--- src/rtl/ppu_issue_ctrl.sv ---
// ---------------------------------------------------------------------------
// ppu_issue_ctrl
// Issue/completion controller for the PPU datapath. Every accepted legal op
// reserves the writeback slot L(op) cycles in the future in a shift-register
// scoreboard. The op code and tag travel down the scoreboard with the
// reservation and appear on the outputs in the cycle the result is due.
// Issue stalls only when the requested writeback slot is already taken.
//
// Ports
//   clk        in   clock, rising edge
//   rst        in   synchronous active-high reset
//   valid_i    in   op/tag_i offered this cycle
//   op         in   op code (ADD=0, SUB=1, MUL=2, DIV=3, others illegal)
//   tag_i      in   caller tag, returned with the result
//   flush_i    in   drop all in-flight ops and the op offered this cycle
//   stall_o    out  combinational; offered op not accepted, hold inputs
//   valid_o    out  registered; a result completes this cycle
//   op_o       out  registered; op code of the completing result
//   tag_o      out  registered; tag of the completing result
//   busy_o     out  registered; any op in flight (valid_o included)
//   illegal_o  out  registered; pulse, an illegal op was accepted last cycle
// ---------------------------------------------------------------------------
module ppu_issue_ctrl #(
   parameter int OP_SIZE = 3,
   parameter int TAG_W   = 4,
   parameter int LAT_ADD = 1,
   parameter int LAT_MUL = 2,
   parameter int LAT_DIV = 3
) (
   input  logic               clk,
   input  logic               rst,
   input  logic               valid_i,
   input  logic [OP_SIZE-1:0] op,
   input  logic [TAG_W-1:0]   tag_i,
   input  logic               flush_i,
   output logic               stall_o,
   output logic               valid_o,
   output logic [OP_SIZE-1:0] op_o,
   output logic [TAG_W-1:0]   tag_o,
   output logic               busy_o,
   output logic               illegal_o
);

   localparam int LAT_AM  = (LAT_ADD > LAT_MUL) ? LAT_ADD : LAT_MUL;
   localparam int LAT_MAX = (LAT_AM > LAT_DIV) ? LAT_AM : LAT_DIV;
   localparam int IDX_W   = (LAT_MAX < 1) ? 1 : $clog2(LAT_MAX + 1);

   logic [LAT_MAX:0]              occ_q, occ_d;
   logic [LAT_MAX:0][OP_SIZE-1:0] op_q, op_d;
   logic [LAT_MAX:0][TAG_W-1:0]   tag_q, tag_d;
   logic                          busy_q, busy_d;
   logic                          illegal_q, illegal_d;

   logic                          legal_s;
   logic [IDX_W-1:0]              lat_s;
   logic [IDX_W-1:0]              load_idx_s;
   logic                          accept_s;

   // Op decode: legality and the writeback latency of the offered op.
   always_comb begin
      legal_s = 1'b0;
      lat_s   = IDX_W'(LAT_ADD);
      case (op)
         OP_SIZE'(0), OP_SIZE'(1): begin
            legal_s = 1'b1;
            lat_s   = IDX_W'(LAT_ADD);
         end
         OP_SIZE'(2): begin
            legal_s = 1'b1;
            lat_s   = IDX_W'(LAT_MUL);
         end
         OP_SIZE'(3): begin
            legal_s = 1'b1;
            lat_s   = IDX_W'(LAT_DIV);
         end
         default: begin
            legal_s = 1'b0;
            lat_s   = IDX_W'(LAT_ADD);
         end
      endcase
      load_idx_s = lat_s - IDX_W'(1);
   end

   // occ_q[L] set means slot L is the one our load would shift into, so the
   // collision test reads only registered state and never stall_o itself.
   assign stall_o  = valid_i & legal_s & occ_q[lat_s] & ~flush_i;
   assign accept_s = valid_i & ~stall_o & ~flush_i;

   // Scoreboard next state: shift toward slot 0, then load the new reservation.
   always_comb begin
      occ_d = '0;
      op_d  = '0;
      tag_d = '0;
      for (int k = 0; k < LAT_MAX; k++) begin
         occ_d[k] = occ_q[k+1];
         op_d[k]  = op_q[k+1];
         tag_d[k] = tag_q[k+1];
      end
      if (flush_i) begin
         occ_d = '0;
      end else if (accept_s && legal_s) begin
         // the shifted-in bit here is occ_q[L], which is 0 whenever accept is set
         occ_d[load_idx_s] = 1'b1;
         op_d[load_idx_s]  = op;
         tag_d[load_idx_s] = tag_i;
      end else begin
         occ_d = occ_d;
      end
      busy_d    = |occ_d;
      illegal_d = accept_s & ~legal_s;
   end

   // State registers with synchronous reset.
   always_ff @(posedge clk) begin
      if (rst) begin
         occ_q     <= '0;
         op_q      <= '0;
         tag_q     <= '0;
         busy_q    <= 1'b0;
         illegal_q <= 1'b0;
      end else begin
         occ_q     <= occ_d;
         op_q      <= op_d;
         tag_q     <= tag_d;
         busy_q    <= busy_d;
         illegal_q <= illegal_d;
      end
   end

   assign valid_o   = occ_q[0];
   assign op_o      = op_q[0];
   assign tag_o     = tag_q[0];
   assign busy_o    = busy_q;
   assign illegal_o = illegal_q;

endmodule

--- config.mk ---
export PLATFORM = sky130hd
export DESIGN_NAME = ppu_issue_ctrl
export DESIGN_NICKNAME = d
export VERILOG_FILES = /design/src/rtl/ppu_issue_ctrl.sv
export SDC_FILE = /design/constraint.sdc
export NUM_CORES = 1
export LEC_CHECK = 0
export ABC_AREA = 1
export CAP_MARGIN = 20
export CORE_MARGIN = 2
export CORE_UTILIZATION = 51
export DETAILED_ROUTE_END_ITERATION = 7
export PLACE_DENSITY = 0.83
export SYNTH_ARGS = -nofsm -noshare
export SYNTH_HDL_FRONTEND = slang
export SYNTH_SLANG_ARGS = --single-unit
--- constraint.sdc ---
create_clock -name clk -period 1.7 [get_ports clk]
set_input_delay 0.51 -clock clk [delete_from_list [all_inputs] [get_ports clk]]
set_output_delay 0.51 -clock clk [all_outputs]
set_load 0.01 [all_outputs]
==> impl_results.md, run 1 <==
* Final net count at 212
* GRT overflow at 0
* # fillers at 183
* Mux share of post-synthesis cell area at 0%
* Max Clk Rate at 550 MHz
* Routed WL per cell at 10.5 um
* Worst VDD drop at 0.000641 V
* Register area share after synthesis at 52.6%
* Final core utilization at 70.2%
* H-Tree Level Count at 2
* 1st-iter DRT viols at 26
* Worst hold slack at 0.420 ns
* Port Buffers at 21
* Via count at 1004
* DRT Pass-1 Iters at 4
* All-layer global routing usage at 19.2%
* DRC at 0
* Num CTS Buffers at 5
* Worst Path Arrival at 1.31 ns
* Placed Instance Area at 1590 sq um
* Number of distinct library cells after synthesis at 20
* P_int at 1.11 mW
* Hold Crit Depth at 2
* Die Wd at 54.4 um
* Synthesis-to-layout area growth at 31.8%
* Initial antenna violation count at 0
* Rows at 18
* Antenna viol nets, final at 0
* Crit path launch type: input port
* Setup TNS at -0.119 ns
* Avg Cell Area, Syn at 7.99 sq um
* Most frequent cells in the layout: nand2_1, dfxtp_1, inv_1, nor2_1, buf_4
* DIE HEIGHT at 54.4 um
* CTS tree: yes
* Seq pwr share at 57.1%
* Placed Instances at 223
* Root Driver: clkbuf_4
* Leading area contributor after synthesis: dfxtp_1
* Status: complete, but fails checks
* Crit Path Category: input port to output pin
* Synth Area in Adders at 0%
* Global-route wire length before repair at 3830 um
* Clock Latency Late Sink at 0.33 ns
* Reg2Reg Depth at 8
* Clock share of power at 31.3%
* Boundary Pins at 22
* Final WL at 2450 um
* Max-slew violation count at 0
* Non-Filler Instances at 232
* Synth Warn # at 0
* Clock Skew at 0.0112 ns
* Initial Util at 53.2%
* Max Cap Viol at 0
* Die ar. at 2960 sq um
* Pre-CTS setup slack at -0.904 ns
* Failing checks: setup timing
* CTS Buffer Depth at 2
* Endpoints failing setup at 1
* Final-report hold violation count at 0
* Hpwl dp at 1720 um
* Core Area at 2430 sq um
* Share of the synthesized area in the top cell type at 52.6%
* Synthesized cell area at 1290 sq um
* Worst Setup End Kind: output pin
* Number of diodes at 0
* Vias per cell at 4.33
* Total power at 1.48 mW
* Final min period at 1.82 ns
* Leakage at 1.02 nW
* RSZ-0062 raised after global routing: true
* Min-Delay Path Class: flip-flop to flip-flop
* Worst setup margin at -0.119 ns
* Largest family of logic cells by synthesized area: simple AND/OR/NAND/NOR gates
* Area taken by multi-input logic gates at 470 sq um
* Simple-gate share of the synthesized area at 29.6%
* Final Cycle Share at 107%
* Worst-path clk slew at 0.11 ns
* Clk sinks at 34
* Worst Path Required at 1.19 ns
* Placer Congestion at 0.874
* Flop and latch count out of synthesis at 34
* Psw at 364 uW
* PD cells at 866 nW/um^2
* Register Area at 683 sq um
* Ranking of synthesized cells by area: dfxtp_1, nand2_1, inv_1
* Post-Synthesis Cells at 162
* Number of global-route vias before repair at 879
* Post-Synth XOR/XNOR Area at 0%
* Largest net degree at the start of global routing at 13
* Worst-path fanout max at 4
* Most common cell after layout, fill and taps aside: nand2_1
* Logic pwr share at 11.6%
* Synth Area in Compound Gates at 1.55%
* Cell area after layout at 1710 sq um
* Share of cells above drive strength 1 at 21.3%
* Switching Fraction at 24.6%
-- cell usage after synthesis --
master and n:
nor4_1 2, nor2_4 1, clkbuf_1 1, nand2_1 34, nor2_2 2, nor2_1 27
dfxtp_1 34, inv_4 1, nand4_4 1, nand4_2 2, buf_6 2, o21ai_0 1
buf_4 7, nand2_2 3, inv_1 29, a21oi_1 3, nand4_1 2, clkbuf_8 1
conb_1 1, nand3_1 8
-- kinds of logic (layout without fill, tap and decap cells) --
logic type             Yosys count  count (layout)
AND/OR/NAND/NOR                 82              82
buffers and inverters           41              74
flip-flops                      34              34
AO/OA/AOI/OAI                    4               4
other                            1               8
-- layer usage --
layer | track usage (%) | part of all wire (%) | vias up
li1 | - | - | 543
met1 | 20.1 | 42 | 442
met2 | 33.7 | 54 | 17
met3 | 6.56 | 3.8 | 2
met4 | 10.0 | 0.45 | 0
met5 | 0 | 0 | -
-- flip-flops by register name, indices dropped and copies added (netlist names) --
register	cells
busy_o	1
illegal_o	1
occ_q	4
op_o	3
op_q	9
tag_o	4
tag_q	12
-- critical path: stages --
cell     delay, ns
buf_8         0.11
inv_8         0.06
nand4_1       0.11
nand2_2       0.11
nor2_4        0.05
nor4_4        0.19
buf_2         0.17
-- power by group through the flow --
stage	clock network (mW)	logic, mW	registers (mW)
after floorplan	0	0.0855	0.862
after global placement	0	0.153	0.861
after detailed placement	0	0.160	0.863
after CTS	0.469	0.165	0.845
after global routing	0.506	0.188	0.847
final	0.463	0.171	0.844
-- cell type report --
class	instances	area share, %
inverters	30	7.18
clock buffers	6	3.01
repair buffers	36	19.3
flip-flops and latches	34	40.0
clock inverters	2	0.733
multi-input cells	94	27.6
well taps	30	2.20
-- final timing paths --
check                 from       to  slack (ns)
setup reg to reg  occ_q[3]   busy_o        0.29
hold / removal     op_q[4]  op_o[1]        0.42
hold reg to reg    op_q[4]  op_o[1]        0.42
setup / recovery     op[2]  stall_o       -0.12
-- timing repair --
item | 4_1_cts | 5_1_grt
hold endpoints to repair | 0 | 0
pin swaps | 6 | 3
setup buffers | 1 | 0
gates resized for setup | 35 | 12
setup endpoints to repair | 24 | 20
hold buffers | 0 | 0
No activity file was read; power rests on OpenSTA's default activity.
==> run 2, diff against run 1 <==
CAP_MARGIN = default   (was 20)
CORE_ASPECT_RATIO = 1.5   (was default)
CTS_BUF_LIST = sky130_fd_sc_hd__clkbuf_16   (was default)
==> impl_results.md, run 2 (synthesized netlist as in run 1, its figures left out) <==
* Status: complete, but fails checks
* Failing checks: setup timing
* Clk sinks at 34 (unchanged)
* PD cells at 1060 nW/um^2 (+22%)
* Final WL at 2380 um (-2.6%)
* Core Area at 2420 sq um (-0.41%)
* Initial antenna violation count at 0 (unchanged)
* Hpwl dp at 1760 um (+2.2%)
* Total power at 1.86 mW (+26%)
* Synthesis-to-layout area growth at 35.3%
* Clock Skew at 0.00472 ns (-0.00648 ns)
* Most flops, register: tag_q
* Pre-CTS setup slack at -0.936 ns (-0.0320 ns)
* Root Driver: clkbuf_16
* CTS tree: yes
* Worst min-delay path startpoint: op_q[6]
* Antenna viol nets, final at 0 (unchanged)
* Num CTS Buffers at 5 (unchanged)
* Max Cap Viol at 0 (unchanged)
* Met2 global-route usage at 34.5% (+0.73 points)
* Final Cycle Share at 103% (-4.3 points)
* Leakage at 0.923 nW (-9.1%)
* Max FFs per register at 12 (unchanged)
* CP Cell Sequence: dlygate4sd2_1 -> nor4_4 -> buf_2
* Most frequent cells in the layout: nand2_1, dfxtp_1, inv_1
* Worst VDD drop at 0.000989 V (+54%)
* Final net count at 211 (-0.47%)
* DRC at 0 (unchanged)
* DRT Pass-1 Iters at 4 (unchanged)
* Met1 usage at 18.5% (-1.5 points)
* Worst-path fanout max at 2 (-2)
* Worst-path clk slew at 0.05 ns (-0.06 ns)
* Buf/Inv on CP at 2 (-1)
* Worst r2r dst: tag_q[4]
* RSZ-0062 raised after global routing: true
* Share of cells above drive strength 1 at 19.9% (-1.4 points)
* Endpoints failing setup at 1 (unchanged)
* Crit-path slowest cell: nor4_4
* 1st-iter DRT viols at 20 (-23%)
* Via count at 1032 (+2.8%)
* All-layer global routing usage at 19.1% (-0.053 points)
* Routed WL per cell at 10.6 um (+0.41%)
* CTS Buffer Depth at 2 (unchanged)
* Final-report hold violation count at 0 (unchanged)
* H-Tree Level Count at 2 (unchanged)
* Clock Latency Late Sink at 0.28 ns (-0.05 ns)
* R2R Setup Slk at 0.27 ns (-0.02 ns)
* Vias per cell at 4.59 (+6.0%)
* Worst Path Arrival at 1.24 ns (-0.07 ns)
* Initial Util at 53.5% (+0.22 points)
* Post-CTS Hold Buffers at 0 (unchanged)
* Worst Setup End Kind: output pin
* Global-route wire length before repair at 4060 um (+6.0%)
* Number of global-route vias before repair at 996 (+13%)
* Min-Delay Path Class: flip-flop to flip-flop
* Port Buffers at 21 (unchanged)
* Worst Path Required at 1.19 ns (about the same)
* Boundary Pins at 22 (unchanged)
* Slowest stage delay, CP at 0.28 ns (+0.09 ns)
* Die Wd at 45.1 um (-17%)
* DIE HEIGHT at 65.7 um (+21%)
* Rows at 22 (+4)
* Worst setup margin at -0.0456 ns (+0.0732 ns)
* Placer Congestion at 0.777 (-11%)
* Crit path launch type: input port
* Postcts setup bufs at 0 (-1)
* Die ar. at 2970 sq um (+0.28%)
* Final min period at 1.75 ns (-0.0732 ns)
* Worst Hold End: op_q[3]
* Hold Crit Depth at 2 (unchanged)
* Max Clk Rate at 573 MHz (+4.2%)
* GR Util met3 at 4.95% (-1.6 points)
* Placed Instances at 217 (-2.7%)
* GRT overflow at 0 (unchanged)
* R2R Path Start: occ_q[3]
* Non-Filler Instances at 225 (-3.0%)
* CP delay by family, top: buffers and inverters
* Number of diodes at 0 (unchanged)
* Reg2Reg Depth at 8 (unchanged)
* Largest net degree at the start of global routing at 16 (+3)
* Max-slew violation count at 0 (unchanged)
* Largest regs: tag_q: 12 flops, op_q: 9 flops
* Crit Path Category: input port to output pin
* Gr busiest metal: met2
-- run 2: through the flow --
stage	utilization [%]	hold slack [ns]	instance area [sq um]	setup TNS, ns
floorplan	-	0.394	1330	0
global placement	65.2	0.401	1580	-9.48
detailed placement	65.2	0.414	1580	-11.16
CTS	72.1	0.422	1750	-0.102
global route	72.3	0.437	1750	-0.0666
finish	72.3	0.422	1750	-0.0456
-- run 2: worst max path at each step --
stage               to  depth (start not counted)     from
3_5_place_dp   stall_o                          6    op[1]
2_1_floorplan  stall_o                          5    op[2]
4_1_cts        stall_o                          7    op[2]
6_report       stall_o                          3  flush_i
3_3_place_gp   stall_o                          6    op[1]
5_1_grt        stall_o                          7    op[2]
-- run 2: repair_timing --
item / 4_1_cts / 5_1_grt
pin swaps: 4 / 2
gates cloned: 0 / 0
resized for setup: 30 / 2
endpoints found under the hold margin: 0 / 0
setup endpoints to repair: 25 / 17
-- run 2: tightest hold or removal path, delay by kind of cell, from the launching register on --
| kind | cells | cell delay, ns |
|---|---|---|
| and+or+nand+nor | 2 | 0.08 |
| DFF | 1 | 0.29 |
-- run 2: final cells by class --
| class | instances | area (sq um) |
|---|---|---|
| inverter | 30 | 120 |
| sequential | 34 | 681 |
| tap | 24 | 30.0 |
| clock buffer | 5 | 125 |
| clock inverter | 3 | 16.3 |
| fill | 182 | 671 |
| timing repair buffer | 35 | 312 |
| multi-input combinational | 94 | 468 |
-- run 2: power by group --
part | internal, mW | total [mW] | switching [mW] | leakage [nW]
combinational | 0.0818 | 0.169 | 0.0873 | 0.575
clock | 0.533 | 0.839 | 0.306 | 0.0672
sequential | 0.837 | 0.847 | 0.0105 | 0.281
-- run 2: layer usage --
metal,up-vias,wire length [um]
met5,-,0
met4,0,54
li1,538,-
met3,5,73
met2,16,1420
met1,473,831
==> run 3, diff against run 2 <==
CORE_UTILIZATION = 40   (was 51)
PLACE_DENSITY = 0.69   (was 0.83)
==> impl_results.md, run 3 (synthesized netlist as in run 1, its figures left out) <==
* Status: complete, no violations
* Final Cycle Share at 100% (-2.7 points)
* Crit Path Category: input port to output pin
* Most flops, register: tag_q
* Slowest stage delay, CP at 0.16 ns (-0.12 ns)
* Final min period at 1.70 ns (-0.0459 ns)
* Root Driver: clkbuf_16
* Core Area at 3130 sq um (+29%)
* Largest regs: tag_q: 12 flops, op_q: 9 flops
* Synthesis-to-layout area growth at 41.7%
* CTS Buffer Depth at 2 (unchanged)
* Hold Crit Depth at 2 (unchanged)
* Leakage at 0.961 nW (+4.1%)
* Max-slew violation count at 0 (unchanged)
* Placed Instances at 237 (+9.2%)
* Min-Delay Path Class: flip-flop to flip-flop
* P_int at 1.60 mW (+10%)
* Initial antenna violation count at 0 (unchanged)
* Global-route wire length before repair at 3650 um (-10%)
* Antenna viol nets, final at 0 (unchanged)
* Max FFs per register at 12 (unchanged)
* Largest net degree at the start of global routing at 13 (-3)
* Switching Fraction at 19.3% (-2.5 points)
* Initial Util at 41.4% (-12 points)
* Worst Path Arrival at 1.19 ns (-0.05 ns)
* R2R Path Start: occ_q[3]
* Worst Path Required at 1.19 ns (about the same)
* DRC at 0 (unchanged)
* Boundary Pins at 22 (unchanged)
* Hpwl dp at 1610 um (-8.1%)
* Crit path launch type: input port
* GRT overflow at 0 (unchanged)
* Vias per cell at 4.20 (-8.3%)
* Worst-path clk slew at 0.05 ns (about the same)
* RSZ-0062 raised after global routing: true
* Non-Filler Instances at 244 (+8.4%)
* DRT Pass-1 Iters at 4 (unchanged)
* All-layer global routing usage at 13.5% (-5.6 points)
* Die Wd at 50.5 um (+12%)
* Postcts setup bufs at 0 (unchanged)
* Logic pwr share at 8.7% (-0.4 points)
* Worst min-delay path startpoint: op_q[4]
* Reg2Reg Depth at 9 (+1)
* Final net count at 215 (+1.9%)
* CP delay by family, top: simple AND/OR/NAND/NOR gates
* PD cells at 1080 nW/um^2 (+2.0%)
* DIE HEIGHT at 73.7 um (+12%)
* Clock Latency Late Sink at 0.27 ns (about the same)
* Port Buffers at 21 (unchanged)
* CP Cell Sequence: buf_8 -> inv_8 -> nand4_1 -> nand2_2 -> nor2_4 -> nor4_2 -> buf_2
* Total power at 1.98 mW (+6.9%)
* Endpoints failing setup at 0 (-1)
* Share of cells above drive strength 1 at 20.1% (+0.20 points)
* Most frequent cells in the layout: nand2_1, dfxtp_1, inv_1
* Clk sinks at 34 (unchanged)
* Routed WL per cell at 8.94 um (-16%)
* Worst-path fanout max at 4 (+2)
* Seq pwr share at 42.7% (-3.0 points)
* Placer Congestion at 0.763 (-1.8%)
* Worst Setup End Kind: output pin
* Crit-path slowest cell: buf_2
* CTS tree: yes
* Final WL at 2180 um (-8.4%)
* Clock share of power at 48.6% (+3.4 points)
* Num CTS Buffers at 5 (unchanged)
* Buf/Inv on CP at 3 (+1)
* Die ar. at 3720 sq um (+25%)
* Number of diodes at 0 (unchanged)
* Psw at 382 uW (-5.4%)
* 1st-iter DRT viols at 13 (-35%)
* Worst r2r dst: tag_q[6]
* Clock Skew at 0.00392 ns (-0.000793 ns)
* Worst VDD drop at 0.000759 V (-23%)
* Max Cap Viol at 0 (unchanged)
* Worst Hold End: op_o[1]
* Rows at 25 (+14%)
* H-Tree Level Count at 2 (unchanged)
* Final-report hold violation count at 0 (unchanged)
* Number of global-route vias before repair at 950 (-4.6%)
* R2R Setup Slk at 0.38 ns (+0.11 ns)
* Via count at 1026 (-0.58%)
* Max Clk Rate at 588 MHz (+2.7%)
* # fillers at 286 (+57%)
## run 3: how the worst max path moves through the flow
stage                     startpoint      end  slack (ns)  cells past startpoint
after floorplan                op[2]  stall_o        0.06                      5
after global placement         op[2]  stall_o       -0.82                      7
after detailed placement       op[1]  stall_o       -0.87                      6
after CTS                      op[2]  stall_o       -0.01                      7
after global routing           op[2]  stall_o       -0.03                      7
final                          op[2]  stall_o      0.0003                      7
## run 3: repair_timing
item | in CTS | in global routing
setup endpoints to repair | 22 | 1
cloned | 0 | 0
gates resized for setup | 30 | 0
pin swaps | 4 | 1
hold buffers | 0 | 0
## run 3: final cells by class
cell class	count	area, sq um	share of cell area [%]
Tap cell	40	50.0	2.73
Multi-Input combinational cell	94	457	24.9
Timing Repair Buffer	39	367	20.0
Inverter	30	123	6.68
Sequential cell	34	681	37.1
Clock buffer	5	125	6.82
Clock inverter	2	33.8	1.84
## run 3: routing by layer
layer	up-vias	routed length, um	track usage, %
li1	549	-	-
met1	449	818	11.9
met2	23	1210	25.6
met3	5	90	3.66
met4	0	60	9.91
met5	-	0	0
## run 3: worst reg2reg max path: stages, from the launching register on
cell and delay [ns]:
dfxtp_1 0.31, nand4_1 0.10, nand2_2 0.07, nor2_4 0.12, buf_4 0.16, nand4_2 0.09, buf_4 0.19, nand2_1 0.06
nand2_1 0.05, nor2_1 0.10
## run 3: metrics by stage
stage | TNS [ns] | hold WS, ns | setup WS (ns) | util (%) | cell area (sq um)
floorplan | 0 | 0.394 | 0.0613 | - | 1330
global placement | -7.44 | 0.400 | -0.820 | 52.9 | 1660
detailed placement | -8.70 | 0.410 | -0.873 | 52.9 | 1660
CTS | -0.00991 | 0.417 | -0.00991 | 58.7 | 1840
global route | -0.0314 | 0.432 | -0.0314 | 58.7 | 1840
finish | 0 | 0.412 | 0.000321 | 58.7 | 1840
## run 3: power groups by stage
stage / combinational (mW) / clock [mW] / sequential [mW]
floorplan: 0.0855 / 0 / 0.862
global placement: 0.162 / 0 / 0.861
detailed placement: 0.167 / 0 / 0.862
CTS: 0.174 / 0.983 / 0.846
global route: 0.190 / 1.01 / 0.849
finish: 0.172 / 0.964 / 0.846
